$ cat src/rtl/io_reg_arbiter.sv
// io_reg_arbiter: round-robin two-master arbiter and three-phase sequencer
// for a bank of 32-bit IO registers. Each transaction runs IDLE -> ACCESS -> RESP.
// The bank strobes are asserted for the single ACCESS cycle.
// The winning master then gets read data, an error flag and a one-cycle ack in RESP.
module io_reg_arbiter #(
    parameter int unsigned N_REGS = 4,
    parameter int unsigned ADDR_W = 4
) (
    input  logic                     clk_i,
    input  logic                     rst_ni,

    input  logic                     m0_req_i,
    input  logic                     m0_we_i,
    input  logic [ADDR_W-1:0]        m0_addr_i,
    input  logic [31:0]              m0_wdata_i,
    output logic                     m0_gnt_o,
    output logic                     m0_ack_o,

    input  logic                     m1_req_i,
    input  logic                     m1_we_i,
    input  logic [ADDR_W-1:0]        m1_addr_i,
    input  logic [31:0]              m1_wdata_i,
    output logic                     m1_gnt_o,
    output logic                     m1_ack_o,

    output logic [31:0]              rdata_o,
    output logic                     err_o,

    output logic [N_REGS-1:0]        sel_o,
    output logic                     rd_o,
    output logic                     wr_o,
    output logic [31:0]              data_o,
    input  logic [32*N_REGS-1:0]     bank_rdata_i
);

    localparam int unsigned DATA_W = 32;

    typedef enum logic [1:0] {
        ST_IDLE   = 2'd0,
        ST_ACCESS = 2'd1,
        ST_RESP   = 2'd2
    } state_e;

    state_e              state_q;
    logic                owner_q;
    logic                last_owner_q;
    logic                we_q;
    logic [ADDR_W-1:0]   addr_q;
    logic [DATA_W-1:0]   wdata_q;
    logic [DATA_W-1:0]   rdata_q;
    logic                err_q;

    logic                any_req;
    logic                win;
    logic                win_we;
    logic [ADDR_W-1:0]   win_addr;
    logic [DATA_W-1:0]   win_wdata;
    logic                in_range;
    logic [DATA_W-1:0]   bank_word;
    logic [N_REGS-1:0]   sel_dec;
    logic                in_access;
    logic                in_resp;

    assign any_req = m0_req_i | m1_req_i;

    // Round-robin pick: a lone requester wins, on contention the master that did not go last wins
    always_comb begin
        win = m1_req_i;
        if (m0_req_i && m1_req_i) begin
            win = ~last_owner_q;
        end
    end

    // Attributes of the winning master, captured only on the IDLE -> ACCESS edge
    always_comb begin
        win_we    = win ? m1_we_i    : m0_we_i;
        win_addr  = win ? m1_addr_i  : m0_addr_i;
        win_wdata = win ? m1_wdata_i : m0_wdata_i;
    end

    assign in_range = (32'(addr_q) < N_REGS);

    // Slice the addressed register out of the concatenated bank read bus
    always_comb begin
        bank_word = '0;
        for (int unsigned k = 0; k < N_REGS; k++) begin
            if (addr_q == ADDR_W'(k)) begin
                bank_word = bank_rdata_i[DATA_W*k +: DATA_W];
            end
        end
    end

    // One-hot select; an out-of-range address matches no register and stays all zero
    always_comb begin
        sel_dec = '0;
        for (int unsigned k = 0; k < N_REGS; k++) begin
            sel_dec[k] = (addr_q == ADDR_W'(k));
        end
    end

    // Sequencer: latch the winner in IDLE, capture the response at the end of ACCESS
    always_ff @(posedge clk_i or negedge rst_ni) begin
        if (!rst_ni) begin
            state_q      <= ST_IDLE;
            owner_q      <= 1'b0;
            last_owner_q <= 1'b1;
            we_q         <= 1'b0;
            addr_q       <= '0;
            wdata_q      <= '0;
            rdata_q      <= '0;
            err_q        <= 1'b0;
        end else begin
            case (state_q)
                ST_IDLE: begin
                    if (any_req) begin
                        owner_q      <= win;
                        last_owner_q <= win;
                        we_q         <= win_we;
                        addr_q       <= win_addr;
                        wdata_q      <= win_wdata;
                        state_q      <= ST_ACCESS;
                    end
                end
                ST_ACCESS: begin
                    rdata_q <= (in_range && !we_q) ? bank_word : '0;
                    err_q   <= ~in_range;
                    state_q <= ST_RESP;
                end
                ST_RESP: begin
                    state_q <= ST_IDLE;
                end
                default: begin
                    state_q <= ST_IDLE;
                end
            endcase
        end
    end

    assign in_access = (state_q == ST_ACCESS);
    assign in_resp   = (state_q == ST_RESP);

    // Bank strobes decode straight off the state register so a reset drops them immediately
    always_comb begin
        sel_o  = in_access ? sel_dec : '0;
        wr_o   = in_access &&  we_q && in_range;
        rd_o   = in_access && !we_q && in_range;
        data_o = in_access ? wdata_q : '0;
    end

    // Grant spans ACCESS and RESP; ack and response data are visible in RESP only
    always_comb begin
        m0_gnt_o = (state_q != ST_IDLE) && !owner_q;
        m1_gnt_o = (state_q != ST_IDLE) &&  owner_q;
        m0_ack_o = in_resp && !owner_q;
        m1_ack_o = in_resp &&  owner_q;
        rdata_o  = in_resp ? rdata_q : '0;
        err_o    = in_resp && err_q;
    end

endmodule

$ cat config.mk
export PLATFORM = sky130hd
export DESIGN_NAME = io_reg_arbiter
export DESIGN_NICKNAME = d
export VERILOG_FILES = /design/src/rtl/io_reg_arbiter.sv
export SDC_FILE = /design/constraint.sdc
export NUM_CORES = 1
export LEC_CHECK = 0
export CAP_MARGIN = 20
export CORE_AREA = 2 2 119 167
export CTS_CLUSTER_SIZE = 24
export DETAILED_ROUTE_END_ITERATION = 8
export DIE_AREA = 0 0 121 169
export PLACE_DENSITY = 0.56
export RECOVER_POWER = 25
export SETUP_SLACK_MARGIN = 0.2
export SLEW_MARGIN = 20
export SYNTH_ARGS = -nofsm -noshare
export SYNTH_HDL_FRONTEND = slang
export SYNTH_SLANG_ARGS = --single-unit
$ cat constraint.sdc
create_clock -name clk_i -period 2.2 [get_ports clk_i]
set_input_delay 0.44 -clock clk_i [delete_from_list [all_inputs] [get_ports clk_i]]
set_output_delay 0.44 -clock clk_i [all_outputs]
set_load 0.03 [all_outputs]
; ---- Word-level counts from Yosys, hierarchy flattened
; Cells that the tools add are included.
[op_classes]
eq_ne = 6
reduce_logical = 17
bitwise_logic = 3
n_lt_le_gt_ge = 1
muxes = 14
[ops]
columns = operator, n
row1 = two-way mux 32 bit, 8
row2 = logical AND 1 bit, 11
row3 = == test 4 x 2 -> 1 bit (second input constant), 2
row4 = two-way mux 4 bit, 2
row5 = == test 4 x 1 -> 1 bit (second input constant), 1
row6 = zero test 4 bit, 1
row7 = less-than comparator 4 x 3 -> 1 bit (second input constant), 1
row8 = one-hot mux 2 bit (2 select lines), 1
row9 = == test 2 x 1 -> 1 bit (second input constant), 1
row10 = == test 2 bit (second input constant), 1
row11 = zero test 1 bit, 2
row12 = zero test 2 bit, 1
row13 = two-way mux 1 bit, 2
row14 = two-way mux 2 bit, 1
row15 = inequality test 2 bit (second input constant), 1
row16 = NOT 1 bit, 2
row17 = AND reduction 2 bit, 1
row18 = nonzero test 2 bit, 1
row19 = bitwise OR 1 bit, 1
[word_totals]
word_cells = 49
regBits = 74

; ---- Depth between registers and ports, before layout
[logic_depth]
depth_word = 6
depth_mapped = 6
ltp_nobuf = 5

; ---- Least setup slack after synthesis
; No wires, ideal clock.
[synth_path]
path_kind = reg-to-output
from = register addr_q[0]
to = output port sel_o[1]
t_arrival_ns = 1.719
stages_incl_launch_ff = 5
setup_slack_ns = 0.041
cell_sequence = dfrtp_1 buf_4 buf_4 clkbuf_1 nor3b_1
[synth_via]
elab_chain_cells = 2
[synth_lines]
columns = item, line
row1 = "start, declared", 48  ; logic [ADDR_W-1:0] addr_q;
row2 = "start signal, assigned", 119  ; addr_q <= win_addr;
row3 = == test 4 x 1 -> 1 bit, 97  ; sel_dec[k] = (addr_q == ADDR_W'(k));
row4 = two-way mux 4 bit, 144  ; sel_o = in_access ? sel_dec : '0;
row5 = "end, declared", 29  ; output logic [N_REGS-1:0] sel_o,
; No other way between the ends.

; ---- Worst setup path after layout
[layout_path]
from = register addr_q[3]
to = output port sel_o[2]
[layout_via]
elab_chain_cells = 2
[layout_lines]
columns = item, line
row1 = == test 4 x 2 -> 1 bit, 97
row2 = two-way mux 4 bit, 144
; No other way between the ends.

==> reports/results.ini <==
[sta]
tightest_slew_ns = 1.63
rsz0062_at_grt = true
setup_violations = 0
max_freq_ghz = 0.499
fin_skew_ns = 0.00367
tns_ns = 0
layout_min_cycle_time_ns = 2.00
final-hold-violation-count = 0
final_max_slew_viol_count = 28
relSlewSlack = -0.0882
period_share = 0.910

[die]
num_rows = 60
die_width_um = 121
die_area_mm2 = 0.0204
io_pins = 281
initial_core_util = 0.245
die_y_um = 169
coreArea_mm2 = 0.0190

[grt]
grt_busiest_layer = met2
grt_pass1_wl_mm = 26.4
grt_max_degree = 68
antenna_found_initial = 0
gr-usage-all-layers = 0.167
use_met1 = 0.186
grtUsageMet3 = 0.0374
grt_pass1_vias = 4812
grt_overflow = 0
grt_util_met2 = 0.308

[cells_and_area]
nets = 917
drive_above_1_share = 0.279
fin_util = 0.432
area_delta_synth_final_pct = 76.7
fillers = 1839
antenna_cells = 0
final_area_mm2 = 0.00821

[placement]
hpwlAfterDp_mm = 12.8
place.port_buffers = 280
place_area_mm2 = 0.00764
gp_congestion = 0.785

[setup_path]
crit_required_ns = 1.76
critPathSlowestCell = or4b_4
critical-path-top-delay-family = simple AND/OR/NAND/NOR gates
critPathBufInv = 1
slowest_delay_ns = 0.55
crit_path_start_kind = register
crit_chain = or4b_4, nor2_4, buf_6
crit_type = register to primary output
end_kind = primary output
path_max_fanout = 4
critPathArrivalTime_ns = 1.56

[clock_tree]
clk_pin_slew_ns = 0.06
worst_skew_pair.late_latency_ns = 0.34
clock-sinks = 74
cts_tree = yes
clk_path_buf_depth = 2
htreeDepth = 3
cts_root_buffer = clkbuf_16
hold_buffers = 0
cts_made_buffers = 9

[logic_synthesis]
syn_area_mm2 = 0.00464
synth.avg_cell_area_um2 = 10.6
synth_seq_cells = 74
syn_nets = 643
yosys-top-cells-area = dfrtp_1 (39%), and2_1 (9.0%), mux2_1 (9.0%), mux2_2 (9.0%), o22ai_2 (7.8%)
synth-seq-area-share = 0.399
yosysWarningCount = 0
syn_inst = 437
yosysTopAreaCellShare = 0.393
yosysTopAreaCell = dfrtp_1
synth_cell_types = 32

[pwr]
p_per_area_mw_per_mm2 = 1070
cellInternalPower_mw = 5.35
pwr-share-comb = 0.555
p_sw_mw = 3.45
clockPowerShare = 0.200
switching_share = 0.392
ir_worst_vdd_uv = 654
pwr-share-seq = 0.245
power.leakage_nw = 3.37

[route]
drc = 0
wl_per_cell_um = 18.3
drt_pass1_iterations = 4
via_per_inst = 4.62
routed_wl_mm = 17.6
vias = 4457
drt_iter0_markers = 92
antenna_left = 0

[status]
status = complete, but fails checks
violations = max-capacitance violations, max-slew violations

[job]
drv_cap = 1

[hold_path]
holdCritPathClass = register to register

## what timing repair did
action | in CTS | in global routing
gates cloned | 0 | 3
gates resized for setup | 15 | 15
buffers inserted | 2 | 3
setup endpoints to repair | 30 | 38
## cell usage in the layout (no fill, tap or decap), drive strengths merged
| master | netlist | final |
|---|---|---|
| nor2 | 6 | 6 |
| and3 | 1 | 1 |
| bufinv | 0 | 3 |
| nor3 | 1 | 1 |
| a22o | 1 | 1 |
| clkinv | 0 | 2 |
| inv | 3 | 3 |
| a31oi | 1 | 1 |
| nand2b | 1 | 1 |
| nand4bb | 1 | 1 |
| dlygate4sd2 | 0 | 2 |
| nand3b | 1 | 1 |
| clkbuf | 16 | 16 |
| and2 | 67 | 67 |
| dfstp | 1 | 1 |
| o21ai | 1 | 1 |
| buf | 24 | 92 |
| nor2b | 32 | 32 |
| o21a | 2 | 2 |
| a21boi | 1 | 1 |
| or4b | 1 | 1 |
| mux2 | 74 | 74 |
| a21oi | 1 | 1 |
| clkdlybuf4s50 | 0 | 204 |
| nand2 | 33 | 33 |
| dfrtp | 73 | 73 |
| o31ai | 31 | 31 |
| a211oi | 31 | 31 |
| o22ai | 31 | 31 |
| nor3b | 1 | 1 |
| mux4 | 1 | 1 |
## kinds of logic after synthesis
group,share of synthesized area
multiplexers,0.184
buffers and inverters,0.0490
AO/OA/AOI/OAI,0.191
AND/OR/NAND/NOR,0.176
flip-flops,0.399
## final timing paths
kind | startpoint | end | slack, ns | cells past startpoint
max | addr_q[3] | sel_o[2] | 0.20 | 3
min | rdata_q[20] | rdata_q[20] | 0.47 | 2
max reg2reg | addr_q[3] | rdata_q[8] | 0.39 | 4
min reg2reg | rdata_q[20] | rdata_q[20] | 0.47 | 2
max in group asynchronous | rst_ni | last_owner_q | 0.59 | 2
min in group asynchronous | rst_ni | rdata_q[13] | 0.50 | 1
## flip-flops by register name, indices dropped and copies added (netlist names)
name	flops
addr_q	4
err_q	1
last_owner_q	1
owner_q	1
rdata_q	32
state_q	2
wdata_q	32
we_q	1
## per-stage QoR
stage | instances | worst slack (ns) | power [mW] | hold WS [ns]
final | 964 | 0.198 | 8.80 | 0.467
after global routing | 964 | 0.153 | 9.38 | 0.484
after CTS | 958 | 0.113 | 8.63 | 0.0227
after detailed placement | 940 | 0.0503 | 6.74 | 0.397
after global placement | 940 | 0.101 | 6.65 | 0.393
after floorplan | 437 | 0.299 | 5.01 | 0.144
## worst min-delay path: stages, from the launching register on
cell and delay [ns]:
dfrtp_1 0.33, nand2_1 0.05, o31ai_1 0.06
## power groups by stage
stage	logic, mW	registers, mW	clock network, mW
after detailed placement	4.59	2.15	0
final	4.88	2.16	1.76
after CTS	4.66	2.15	1.82
after global routing	5.27	2.23	1.88
after floorplan	2.96	2.05	0
after global placement	4.52	2.13	0
## metal layers
metal,up-vias,part of all wire,routed length (µm)
met5,-,0,0
met1,2148,0.38,6740
li1,2122,-,-
met2,170,0.53,9370
met3,17,0.070,1230
met4,0,0.016,286
## Yosys cell counts, drive strengths merged
cell type / instances
or4b: 1
o31ai: 31
a22o: 1
o22ai: 31
a21oi: 1
nor2b: 32
nand4bb: 1
mux2: 74
nor2: 6
nor3b: 1
o21a: 2
nor3: 1
and2: 67
a211oi: 31
dfrtp: 73
nand2: 33
inv: 3
nand3b: 1
mux4: 1
a31oi: 1
dfstp: 1
o21ai: 1
nand2b: 1
clkbuf: 16
a21boi: 1
and3: 1
buf: 24
## layout make-up
| class | count | area [µm²] | area share |
|---|---|---|---|
| Clock buffer | 11 | 253 | 0.0308 |
| Timing Repair Buffer | 303 | 3040 | 0.370 |
| Sequential cell | 74 | 1860 | 0.226 |
| Inverter | 3 | 16.3 | 0.00198 |
| Clock inverter | 5 | 100 | 0.0122 |
| Multi-Input combinational cell | 320 | 2630 | 0.321 |
| Tap cell | 248 | 310 | 0.0378 |
(Power assumes the default switching activity.)
